## src/rtl/calc_ctrl.sv

```systemverilog
// Operation sequencer for the 4xW calculator register file: reads operands, runs a
// single-cycle ALU op or a W-cycle shift-add multiply, writes back and pulses done.
module calc_ctrl #(
    parameter int unsigned W = 16
) (
    input  logic         ck,
    input  logic         res,
    input  logic         start,
    input  logic [2:0]   op,
    input  logic [1:0]   src_a,
    input  logic [1:0]   src_b,
    input  logic [1:0]   dst,
    input  logic [W-1:0] imm,
    input  logic [W-1:0] rf_q,
    output logic [1:0]   rf_rsel,
    output logic [1:0]   rf_wsel,
    output logic [W-1:0] rf_d,
    output logic         rf_we,
    output logic         busy,
    output logic         done,
    output logic         ovf,
    output logic         zero
);

    localparam int unsigned CW = $clog2(W);
    localparam logic [CW-1:0] CntLast = CW'(W - 1);

    localparam logic [2:0] OpLoad = 3'd0;
    localparam logic [2:0] OpAdd  = 3'd1;
    localparam logic [2:0] OpSub  = 3'd2;
    localparam logic [2:0] OpAnd  = 3'd3;
    localparam logic [2:0] OpOr   = 3'd4;
    localparam logic [2:0] OpXor  = 3'd5;
    localparam logic [2:0] OpMul  = 3'd6;
    localparam logic [2:0] OpMov  = 3'd7;

    typedef enum logic [2:0] {StIdle, StRda, StRdb, StExec, StWb, StDone} state_e;

    state_e          r_state;
    state_e          w_state_d;
    logic [2:0]      r_op;
    logic [1:0]      r_src_a;
    logic [1:0]      r_src_b;
    logic [1:0]      r_dst;
    logic [W-1:0]    r_imm;
    logic [W-1:0]    r_a;
    logic [W-1:0]    r_b;
    logic [2*W-1:0]  r_prod;
    logic [CW-1:0]   r_cnt;
    logic [W-1:0]    r_result;
    logic            r_ovf_n;
    logic            r_ovf;
    logic            r_zero;

    logic [W:0]      w_add;
    logic [W:0]      w_sub;
    logic [W:0]      w_mul_sum;
    logic [2*W-1:0]  w_prod_nx;
    logic [W-1:0]    w_res;
    logic            w_ovf;
    logic            w_exec_last;

    // Every op passes through EXEC; LOAD and MOV use it to form their result.
    assign w_exec_last = (r_op != OpMul) || (r_cnt == CntLast);

    always_ff @(posedge ck or negedge res) begin
        if (!res) begin
            r_state <= StIdle;
        end else begin
            r_state <= w_state_d;
        end
    end

    always_comb begin
        w_state_d = r_state;
        rf_rsel   = 2'd0;
        rf_we     = 1'b1;
        busy      = 1'b1;
        done      = 1'b0;
        case (r_state)
            StIdle: begin
                busy = 1'b0;
                if (start) begin
                    w_state_d = (op == OpLoad) ? StExec : StRda;
                end
            end
            StRda: begin
                rf_rsel   = r_src_a;
                w_state_d = (r_op == OpMov) ? StExec : StRdb;
            end
            StRdb: begin
                rf_rsel   = r_src_b;
                w_state_d = StExec;
            end
            StExec: begin
                if (w_exec_last) begin
                    w_state_d = StWb;
                end
            end
            StWb: begin
                rf_we     = 1'b0;
                w_state_d = StDone;
            end
            StDone: begin
                done      = 1'b1;
                w_state_d = StIdle;
            end
            default: begin
                w_state_d = StIdle;
            end
        endcase
    end

    assign w_add     = {1'b0, r_a} + {1'b0, r_b};
    assign w_sub     = {1'b0, r_a} - {1'b0, r_b};
    // Shift-add step: add A into the high half when the multiplier LSB is set, shift right.
    assign w_mul_sum = {1'b0, r_prod[2*W-1:W]} + (r_prod[0] ? {1'b0, r_a} : {(W + 1){1'b0}});
    assign w_prod_nx = {w_mul_sum, r_prod[W-1:1]};

    always_comb begin
        w_res = '0;
        w_ovf = 1'b0;
        case (r_op)
            OpLoad: w_res = r_imm;
            OpAdd: begin
                w_res = w_add[W-1:0];
                w_ovf = w_add[W];
            end
            OpSub: begin
                w_res = w_sub[W-1:0];
                w_ovf = w_sub[W];
            end
            OpAnd: w_res = r_a & r_b;
            OpOr:  w_res = r_a | r_b;
            OpXor: w_res = r_a ^ r_b;
            OpMul: begin
                w_res = w_prod_nx[W-1:0];
                w_ovf = |w_prod_nx[2*W-1:W];
            end
            OpMov: w_res = r_a;
            default: w_res = '0;
        endcase
    end

    always_ff @(posedge ck or negedge res) begin
        if (!res) begin
            r_op     <= '0;
            r_src_a  <= '0;
            r_src_b  <= '0;
            r_dst    <= '0;
            r_imm    <= '0;
            r_a      <= '0;
            r_b      <= '0;
            r_prod   <= '0;
            r_cnt    <= '0;
            r_result <= '0;
            r_ovf_n  <= 1'b0;
            r_ovf    <= 1'b0;
            r_zero   <= 1'b0;
        end else begin
            if (r_state == StIdle && start) begin
                r_op    <= op;
                r_src_a <= src_a;
                r_src_b <= src_b;
                r_dst   <= dst;
                r_imm   <= imm;
            end
            if (r_state == StRda) begin
                r_a <= rf_q;
            end
            if (r_state == StRdb) begin
                r_b    <= rf_q;
                r_prod <= {{W{1'b0}}, rf_q};
                r_cnt  <= '0;
            end
            if (r_state == StExec) begin
                if (r_op == OpMul) begin
                    r_prod <= w_prod_nx;
                    r_cnt  <= r_cnt + CW'(1);
                end
                if (w_exec_last) begin
                    r_result <= w_res;
                    r_ovf_n  <= w_ovf;
                end
            end
            if (r_state == StWb) begin
                r_ovf  <= r_ovf_n;
                r_zero <= (r_result == '0);
            end
        end
    end

    assign rf_d    = r_result;
    assign rf_wsel = r_dst;
    assign ovf     = r_ovf;
    assign zero    = r_zero;

endmodule

```

## config.mk

```make
export PLATFORM = sky130hd
export DESIGN_NAME = calc_ctrl
export DESIGN_NICKNAME = d
export VERILOG_FILES = /design/src/rtl/calc_ctrl.sv
export SDC_FILE = /design/constraint.sdc
export NUM_CORES = 1
export LEC_CHECK = 0
export ABC_AREA = 1
export ABC_CLOCK_PERIOD_IN_PS = 2600
export BUFFER_PORTS_ARGS = -buffer_cell sky130_fd_sc_hd__buf_2
export CAP_MARGIN = 20
export CORE_AREA = 5 5 131 133
export DETAILED_ROUTE_END_ITERATION = 6
export DIE_AREA = 0 0 136 138
export PLACE_DENSITY = 0.84
export REMOVE_ABC_BUFFERS = 1
export SLEW_MARGIN = 20
export SYNTH_ARGS = -nofsm -noshare
export SYNTH_HDL_FRONTEND = slang
export SYNTH_SLANG_ARGS = --single-unit
```

## constraint.sdc

```tcl
create_clock -name ck -period 2.6 [get_ports ck]
set_input_delay 0.13 -clock ck [delete_from_list [all_inputs] [get_ports ck]]
set_output_delay 0.13 -clock ck [all_outputs]
set_load 0.005 [all_outputs]
```

==> run metrics, run 1 <==
Root Buffer=clkbuf_16; Top cell by count, worst path=nand2_1; Setup-failing EPs final=0; status=completed; diodes inserted=0; crit-path max cell delay=0.37 ns; share of the synthesized area in the top cell type=33.7%; R2R Setup Slk=0.14 ns; Die Ht=approximately 140 µm; Max-Slew Margin vs Limit=60.1%; CP Capture Point=r_ovf_n$_DFFE_PN0P_; Tcrit/Tclk final=a little over nine tenths; R2R Path Start=r_prod[0]$_DFF_PN0_; Async S/R FF share, synth=100%; Worst Skew=0.00942 ns; Worst setup EP type=flip-flop; layout cells sized above 1=15.0%; WHS Path Cells=3; GPL Wtd Cong=0.971; Final WS setup=approximately 0.14 ns; CTS Sinks=115; CTS Buf Count=17; num rows=46; Placement Setup Slack=0.0400 ns; First DRT Iteration DRCs=857; gr ovfl total=0; cell taking the most area after synthesis=dfrtp_1; gr usage total=29.5%; via/cell ratio=5.63; Main synth FF type=dfrtp_1; Startpoint Class=flip-flop; worst setup path class=reg -> reg; fillers=1320; synth warn=0; Slew @ Worst Pin=0.593 ns; chip width=~140 µm; unrepaired setup endpoints after global routing=true; maximum buffer depth of the clock tree=2; Post-Route WL=27.3 mm; Final ANT Viol Nets=0; HP Class=in -> reg; I/O Buffers=68; number of synthesized flops with an enable pin=0; largest net degree at the start of global routing=57; CP top delay family=simple AND/OR/NAND/NOR gates; maximum VDD drop=0.000901 V; fmax=407 MHz; Layout Area Growth over Synthesis=19.7%; Pre-Repair DR Iteration Count=6; WP data required=2.91 ns; Seq/Total Area, Yosys=between 30% and 40%; Vias=8614; critical path cell sequence=buf_4 > buf_4 > nand2_1 > inv_1 > ha_4 > nand2_1 > nor2_2 > and2_1 > nand2_1 > nand3_1 > nand3_1 > nor2_2 > nand3_1 > nand2_1 > nand2_1 > nand2_1 > nand2_1; post-synthesis register bit count=115; Synth cell types=51; DP HPWL=19.1 mm; Buf+Inv Stages, Crit Path=3; initial antenna violation count=0; initial core utilization=between 50% and 60%; DIE AREA=18800 µm²; Leak=between 5 and 6 nW; CTS tree=done; worst setup path startpoint=r_prod[0]$_DFF_PN0_; CP max FO=13; PD cells=1410 nW/µm²; Final Hold Viols=0; Mapped Cells=about 1200; Stages on worst setup path=17; largest cells by area after synthesis=dfrtp_1 (34%), nand2_1 (13%), ha_1 (9.5%); nets=about 1400; R2R cell count=17; core outline area=15700 µm²; Slew Viols, Final=0; H-tree levels=4; drt drc=0; Ports=69; vias in the first global route=8734; global-route wire length before repair=44.1 mm; syn_area_per_cell=7.17 µm²; Worst-Skew Late Latency=0.43 ns; Routed WL per cell=17.8 µm; Finished Core Util=65.0%; R2R Path End=r_ovf_n$_DFFE_PN0P_; Max-Cap Viols=0; crit path max-delay cell type=dfrtp_1; Post-Syn Area=around 8500 µm²; min Tclk post-route=2.46 ns; clock-pin slew on the worst setup and hold paths=0.06 ns; Data arrival, critical path=2.76 ns
## through the flow
| step | std cells | hold slack [ns] | setup TNS, ns | instance area [µm²] | power [W] |
|---|---|---|---|---|---|
| 2_1_floorplan | 1148 | -0.166 | 0 | 8290 | 0.00884 |
| 3_3_place_gp | 1455 | 0.0642 | 0 | 9090 | 0.0113 |
| 3_5_place_dp | 1455 | 0.0652 | 0 | 9090 | 0.0114 |
| 4_1_cts | 1528 | 0.00366 | 0 | 10100 | 0.0140 |
| 5_1_grt | 1531 | 0.0248 | -0.0272 | 10200 | 0.0155 |
| 6_report | 1531 | 0.0160 | 0 | 10200 | 0.0144 |
## worst min-delay path, stage by stage
cell,delay [ns]
buf_2,0.11
nor2_1,0.09
a21oi_1,0.06
## cell usage in the layout (no fill, tap or decap), drive strengths merged, types with 7 or more instances in the layout
cell type,synthesis,layout
nor4,9,9
o211ai,10,10
a21oi,69,69
nor3,17,17
nand4,7,7
nand2,304,304
o21ai,81,81
o22ai,18,18
mux2,19,19
o221ai,7,7
clkbuf,10,19
ha,65,65
dlygate4sd3,0,41
dfrtp,115,115
buf,32,94
nor2,105,105
inv,193,193
nand3,86,86
## logic make-up after synthesis
family | after synthesis | share of synthesized area [%]
DFF | 115 | 33.7
AOI/OAI and AO/OA | 213 | 14.9
buffers and inverters | 235 | 11.3
and+or+nand+nor | 533 | 26.6
muxes | 19 | 2.51
xor gates and xnor gates | 7 | 0.719
adders and majority gates | 68 | 10.2
## routing by layer
metal	GRT usage (%)	wire length, µm	vias to the layer above
met4	11.5	944	0
met5	0	0	-
met3	6.75	2220	71
met2	48.2	13000	416
met1	37.8	11100	4053
li1	-	-	4074
## report_power, final
group / leakage (nW) / internal [W] / total (W) / switching [W]
Clock: 0.281 / 0.00153 / 0.00242 / 0.000895
Sequential: 1.42 / 0.00256 / 0.00323 / 0.000675
Combinational: 3.64 / 0.00303 / 0.00877 / 0.00574
Total: 5.34 / 0.00711 / 0.0144 / 0.00731
## synth_stat cells, types with 3 or more instances
cell / number
inv_1: 180
o21ai_2: 4
o21bai_1: 3
and2_1: 3
xnor2_1: 5
nor3_1: 16
o21ai_0: 59
nand4_1: 7
fa_1: 3
o2111ai_1: 5
dfrtp_1: 115
o211ai_1: 10
o221ai_1: 7
mux2_2: 19
a21o_1: 5
nand2_1: 301
nand3_1: 81
nor2_4: 4
buf_4: 7
clkbuf_1: 10
buf_2: 22
nand3_2: 4
o22ai_1: 18
nor2_1: 99
ha_1: 65
a21oi_1: 68
inv_2: 12
nor4_1: 9
o21ai_1: 18
o21a_1: 4
## sequential cells by signal, summed over array words and instances (netlist names), 2 cells and up
| signal | cells |
|---|---|
| r_src_a | 2 |
| rf_d | 16 |
| rf_wsel | 2 |
| r_imm | 16 |
| r_op | 3 |
| r_state | 3 |
| r_cnt | 4 |
| r_src_b | 2 |
| r_a | 16 |
| r_b | 16 |
| r_prod | 32 |
## how the worst min path moves through the flow
stage,from,endpoint,slack (ns)
2_1_floorplan,res,ovf$_DFFE_PN0P_,-0.17
3_3_place_gp,res,r_src_b[1]$_DFFE_PN0P_,0.06
3_5_place_dp,res,r_src_b[1]$_DFFE_PN0P_,0.07
4_1_cts,rf_q[0],r_a[0]$_DFFE_PN0N_,0.004
5_1_grt,rf_q[0],r_a[0]$_DFFE_PN0N_,0.02
6_report,rf_q[0],r_a[0]$_DFFE_PN0N_,0.02
## layout make-up
| class | instances | area, µm² | area share [%] |
|---|---|---|---|
| sequential | 115 | 2880 | 28.2 |
| clock buffer | 19 | 443 | 4.34 |
| multi-input combinational | 840 | 4770 | 46.7 |
| inverter | 193 | 727 | 7.12 |
| tap | 216 | 270 | 2.65 |
| clock inverter | 13 | 160 | 1.57 |
| timing repair buffer | 135 | 961 | 9.41 |
## what timing repair did
item / CTS / global route
endpoints found under the hold margin: 91 / 0
endpoints found under the setup margin: 1 / 4
hold buffers: 41 / 0
pin swaps: 0 / 3
setup buffers: 0 / 3
gates resized for setup: 1 / 17
No activity file was read; power rests on OpenSTA's default activity.
==> inputs of run 2 (changes only) <==
ABC_CLOCK_PERIOD_IN_PS = 2900   (was 2600)
CORE_AREA = 5 5 126 128   (was 5 5 131 133)
DIE_AREA = 0 0 131 133   (was 0 0 136 138)
PLACE_DENSITY = 0.86   (was 0.84)
clock period = 2.9 ns   (was 2.6 ns; I/O delays follow)
==> run 2 against run 1 <==
- the flow now finishes with violations (negative hold slack)
- clock power shrank 17%
- cell area down 3.0%
- combinational power shrank 13%
- cell count shrank 2.9%
- first-iteration DRC count increased by 2.8%
==> run metrics, run 2 (synthesis gave the netlist of run 1 again) <==
status=finished with violations; failing checks=negative hold slack; Root Buffer=clkbuf_16; Max-Slew Margin vs Limit=42.5%; via/cell ratio=5.71; Pre-Repair DR Iteration Count=5; maximum VDD drop=0.000909 V; Placed Cells=1418; clock-pin slew on the worst setup and hold paths=0.06 ns; initial core utilization=about 58%; Max-Cap Viols=0; Worst Skew=0.00951 ns; CP Capture Point=r_ovf_n$_DFFE_PN0P_; commonest non-fill, non-tap cell in the layout=nand2_1; Slew Viols, Final=0; Top cell by count, worst path=nand2_1; CTS Buf Count=17; R2R cell count=18; Leak=5.26 nW; global-route wire length before repair=41.9 mm; Setup-failing EPs final=0; chip width=131 µm; Post-Route WL=25.5 mm; Worst setup EP type=flip-flop; Stages on worst setup path=18; Fin Setup TNS=0 ns; unrepaired setup endpoints after global routing=false; Buf+Inv Stages, Crit Path=3; max FFs per register=32; CP top delay family=simple AND/OR/NAND/NOR gates; Final Hold Viols=1; Routed WL per cell=17.2 µm; Startpoint Class=flip-flop; crit path max-delay cell type=fa_1; Die Ht=around 130 µm; PD cells=1260 nW/µm²; largest net degree at the start of global routing=between 50 and 60; Slew @ Worst Pin=0.861 ns; Tcrit/Tclk final=88.6%; Final ANT Viol Nets=0; most frequent cells in the layout=nand2_1 (301), inv_1 (180), dfrtp_1 (115); final cell count without fillers=1486; DIE AREA=17400 µm²; gr ovfl total=0; diodes inserted=0; maximum buffer depth of the clock tree=2; CTS Sinks=between 100 and 150; H-tree levels=4; WP data required=between 3 and 4 ns; layout cells sized above 1=13.0%; Layout Area Growth over Synthesis=16.1%; Vias=roughly 8500; worst setup path class=reg -> reg; Ports=69; I/O Buffers=just under 70; critical path cell sequence=nand2_1 > inv_1 > ha_1 > inv_1 > fa_1 > inv_1 > nand3_1 > nand2_1 > nand2_1 > nand2_1 > xnor2_1 > nand2_1 > nor2_1 > nand3_1 > nand2_1 > nand2_1 > nand2_1 > nand2_1; Data arrival, critical path=roughly 2.9 ns; drt drc=0; fmax=389 MHz; CP max FO=4; vias in the first global route=8474; R2R Path End=r_ovf_n$_DFFE_PN0P_; num rows=45; gr usage total=between 30% and 40%; Post-CTS Setup Inserts=0; largest reg by FF count=r_prod; crit-path max cell delay=0.41 ns; CTS tree=done; initial antenna violation count=0; nets=1397; worst-case hold slack=-0.00616 ns; GPL Wtd Cong=0.983; min Tclk post-route=between 2 and 3 ns; Worst-Skew Late Latency=0.43 ns; R2R Setup Slk=0.33 ns; HP Class=in -> reg; R2R Path Start=r_a[0]$_DFFE_PN0N_; DP HPWL=19.0 mm; worst setup path startpoint=r_a[0]$_DFFE_PN0N_; First DRT Iteration DRCs=881; core outline area=between 10000 and 15000 µm²
run 2: per-layer routing:
layer  share of wire, %  vias up  GRT usage [%]
met3                8.7       83           9.16
met1                 42     3937           40.0
met4                3.6        0           12.1
met2                 46      411           47.2
li1                   -     4047              -
met5                  0        -              0
run 2: report_power, final:
part	total [W]	internal, W	switching (W)
clock network	0.00200	0.00111	0.000887
registers	0.00287	0.00229	0.000579
logic	0.00761	0.00258	0.00503
run 2: worst min path at each step:
stage	cells past startpoint	endpoint	from
finish	3	r_a[1]$_DFFE_PN0N_	rf_q[1]
global placement	1	r_src_a[0]$_DFFE_PN0P_	res
global route	3	r_b[1]$_DFFE_PN0P_	rf_q[1]
detailed placement	1	r_src_a[0]$_DFFE_PN0P_	res
floorplan	0	ovf$_DFFE_PN0P_	res
CTS	3	r_b[8]$_DFFE_PN0P_	rf_q[8]
run 2: cell type report:
type / instances / area [µm²]
Fill cell: 1227 / 4840
Multi-Input combinational cell: 840 / 4690
Sequential cell: 115 / 2880
Timing Repair Buffer: 118 / 833
Inverter: 193 / 727
Clock buffer: 17 / 425
Tap cell: 188 / 235
Clock inverter: 15 / 121
run 2: stage by stage:
step	setup WS, ns	util [%]	hold WS (ns)	cell area (µm²)	total power, W
6_report	0.331	67.2	-0.00616	9910	0.0125
5_1_grt	0.0315	67.2	0.0111	9910	0.0135
4_1_cts	0.315	67.2	0.000485	9910	0.0123
3_5_place_dp	0.358	61.0	0.125	9000	0.0102
3_3_place_gp	0.368	61.0	0.123	9000	0.0100
2_1_floorplan	0.548	-	-0.151	8290	0.00793
run 2: timing repair:
action / 4_1_cts / 5_1_grt
resized for setup: 0 / 0
hold buffers: 36 / 0
hold endpoints to repair: 82 / 0
run 2: worst reg2reg max path: stages (launching register included):
cell and delay (ns):
dfrtp_1 0.38, nand2_1 0.07, inv_1 0.05, ha_1 0.23, inv_1 0.08, fa_1 0.41, inv_1 0.11, nand3_1 0.07
nand2_1 0.13, nand2_1 0.06, nand2_1 0.11, xnor2_1 0.16, nand2_1 0.07, nor2_1 0.17, nand3_1 0.11, nand2_1 0.08
nand2_1 0.06, nand2_1 0.05, nand2_1 0.05
==> inputs of run 3 (changes only) <==
ABC_CLOCK_PERIOD_IN_PS = 2650   (was 2900)
clock period = 2.65 ns   (was 2.9 ns; I/O delays follow)
==> run 3 against run 2 <==
- the run now ends clean
- register-to-register slack worse by 0.19 ns
- clock-buffer cell count is 4 higher
- clock skew is 0.00069 ns higher
- clock power is 4% higher
- global-route usage hardly changed
- combinational power is 10% higher
- critical path type unchanged
==> run metrics, run 3 (synthesis gave the netlist of run 1 again) <==
Max-Slew Margin vs Limit=64.1%; global-route wire length before repair=41.4 mm; Net Switching=0.00694 W; R2R Path End=r_ovf_n$_DFFE_PN0P_; final cell count without fillers=between 1000 and 1500; First DRT Iteration DRCs=651; CP max FO=16; CP top delay family=simple AND/OR/NAND/NOR gates; GPL Wtd Cong=1.00; Max-Cap Viols=0; Slew @ Worst Pin=between 0.5 and 0.6 ns; maximum buffer depth of the clock tree=2; min Tclk post-route=2.51 ns; DP HPWL=19.4 mm; Startpoint Class=flip-flop; worst setup path class=reg -> reg; drt drc=0; CTS Buf Count=17; Top cell by count, worst path=nand2_1; Tcrit/Tclk final=94.9%; core outline area=between 10000 and 15000 µm²; Final ANT Viol Nets=0; register share of total power=a little under a quarter; Buf+Inv Stages, Crit Path=2; chip width=about 130 µm; R2R Path Start=r_prod[0]$_DFF_PN0_; Placed Cells=1423; Ports=69; WP data required=~3.0 ns; R2R cell count=16; PD cells=1360 nW/µm²; max FFs per register=32; WHS Path Cells=3; CTS Sinks=between 100 and 150; commonest non-fill, non-tap cell in the layout=nand2_1; Net Sw Frac=50.9%; layout cells sized above 1=13.6%; Slew Viols, Final=0; Leak=~5.3 nW; Worst-Skew Late Latency=0.42 ns; largest net degree at the start of global routing=54; combinational power share=61.5%; Die Ht=approximately 130 µm; gr ovfl total=0; largest reg by FF count=r_prod; hold endpoint=r_op[1]$_DFFE_PN0P_; Post-Route WL=25.9 mm; CTS tree=done; crit path max-delay cell type=dfrtp_1; Worst setup EP type=flip-flop; via/cell ratio=5.66; fmax=398 MHz; critical path cell sequence=buf_4 > nand2_1 > inv_1 > ha_2 > nand2_2 > nor2_2 > nand2_1 > nand2_1 > xor2_1 > nand3_1 > nor2_1 > nand3_1 > nand2_1 > nand2_1 > nand2_1 > nand2_1; Fin Setup TNS=0 ns; R2R Setup Slk=0.14 ns; crit-path max cell delay=0.37 ns; I/O Buffers=68; Data arrival, critical path=2.82 ns; gr usage total=30.5%; vias in the first global route=around 8200; initial antenna violation count=0; Setup-failing EPs final=0; initial core utilization=~58%; nets=1407; min-delay src=op[1]; maximum VDD drop=0.000735 V; Pre-Repair DR Iteration Count=5; most frequent cells in the layout=nand2_1 (299), inv_1 (180), dfrtp_1 (115); Worst Skew=~0.010 ns; Layout Area Growth over Synthesis=17.4%; H-tree levels=4; HP Class=in -> reg; Vias=8459; Root Buffer=clkbuf_16; Internal Power=0.00671 W; diodes inserted=0; status=completed; num rows=45; clock-pin slew on the worst setup and hold paths=0.05 ns; Clk pwr share=between 10% and 20%; fillers=about 1200; Routed WL per cell=approximately 17 µm; Final Hold Viols=0; DIE AREA=17400 µm²
==> run 3: per-stage QoR <==
stage,utilization [%],worst slack (ns),total power [W],hold slack (ns),area (µm²)
after global placement,61.3,0.211,0.0111,0.148,9040
after CTS,67.7,0.125,0.0135,0.00713,9990
after floorplan,-,0.298,0.00867,-0.163,8290
final,67.9,0.136,0.0136,0.0223,10000
after global routing,67.9,-0.00259,0.0147,0.0282,10000
after detailed placement,61.3,0.203,0.0113,0.148,9040
==> run 3: how the worst max path moves through the flow <==
stage                        startpoint                   to  slack (ns)  cells after the start
global route         r_a[0]$_DFFE_PN0N_  r_ovf_n$_DFFE_PN0P_      -0.003                     18
finish              r_prod[0]$_DFF_PN0_  r_ovf_n$_DFFE_PN0P_        0.14                     16
global placement    r_prod[0]$_DFF_PN0_  r_ovf_n$_DFFE_PN0P_        0.21                     16
detailed placement  r_prod[0]$_DFF_PN0_  r_ovf_n$_DFFE_PN0P_        0.20                     17
floorplan           r_prod[0]$_DFF_PN0_  r_ovf_n$_DFFE_PN0P_        0.30                     18
CTS                 r_prod[0]$_DFF_PN0_  r_ovf_n$_DFFE_PN0P_        0.13                     17
==> run 3: layer usage <==
| metal | track usage [%] | up-vias | part of all wire [%] |
|---|---|---|---|
| met5 | 0 | - | 0 |
| met1 | 39.9 | 3962 | 42 |
| met3 | 6.18 | 83 | 6.9 |
| met2 | 48.4 | 346 | 47 |
| li1 | - | 4068 | - |
| met4 | 14.0 | 0 | 4.2 |
==> run 3: what timing repair did <==
item	in CTS	in global routing
setup endpoints to repair	0	1
endpoints found under the hold margin	100	0
buffers inserted	0	0
hold buffers	41	0
gates resized for setup	0	9
==> run 3: worst register-to-register path, stage by stage, from the launching register on <==
cell and delay, ns:
dfrtp_1 0.37, buf_4 0.20, nand2_1 0.10, inv_1 0.05
ha_2 0.37, nand2_2 0.11, nor2_2 0.16, nand2_1 0.07
nand2_1 0.13, xor2_1 0.22, nand3_1 0.11, nor2_1 0.17
nand3_1 0.12, nand2_1 0.08, nand2_1 0.05, nand2_1 0.06
nand2_1 0.05
==> run 3: power groups by stage <==
| stage | Clock, W | Sequential (W) | Combinational, W |
|---|---|---|---|
| 6_report | 0.00209 | 0.00317 | 0.00839 |
| 3_5_place_dp | 0 | 0.00314 | 0.00811 |
| 3_3_place_gp | 0 | 0.00311 | 0.00800 |
| 5_1_grt | 0.00220 | 0.00326 | 0.00928 |
| 4_1_cts | 0.00210 | 0.00313 | 0.00822 |
| 2_1_floorplan | 0 | 0.00299 | 0.00568 |
==> run 3: area by class of cell <==
| cell class | instances | area (µm²) | share of cell area (%) |
|---|---|---|---|
| tap | 188 | 235 | 2.35 |
| clock inverter | 10 | 86.3 | 0.862 |
| multi-input combinational | 840 | 4720 | 47.1 |
| clock buffer | 21 | 450 | 4.50 |
| timing repair buffer | 128 | 921 | 9.20 |
| inverter | 193 | 727 | 7.26 |
| sequential | 115 | 2880 | 28.7 |
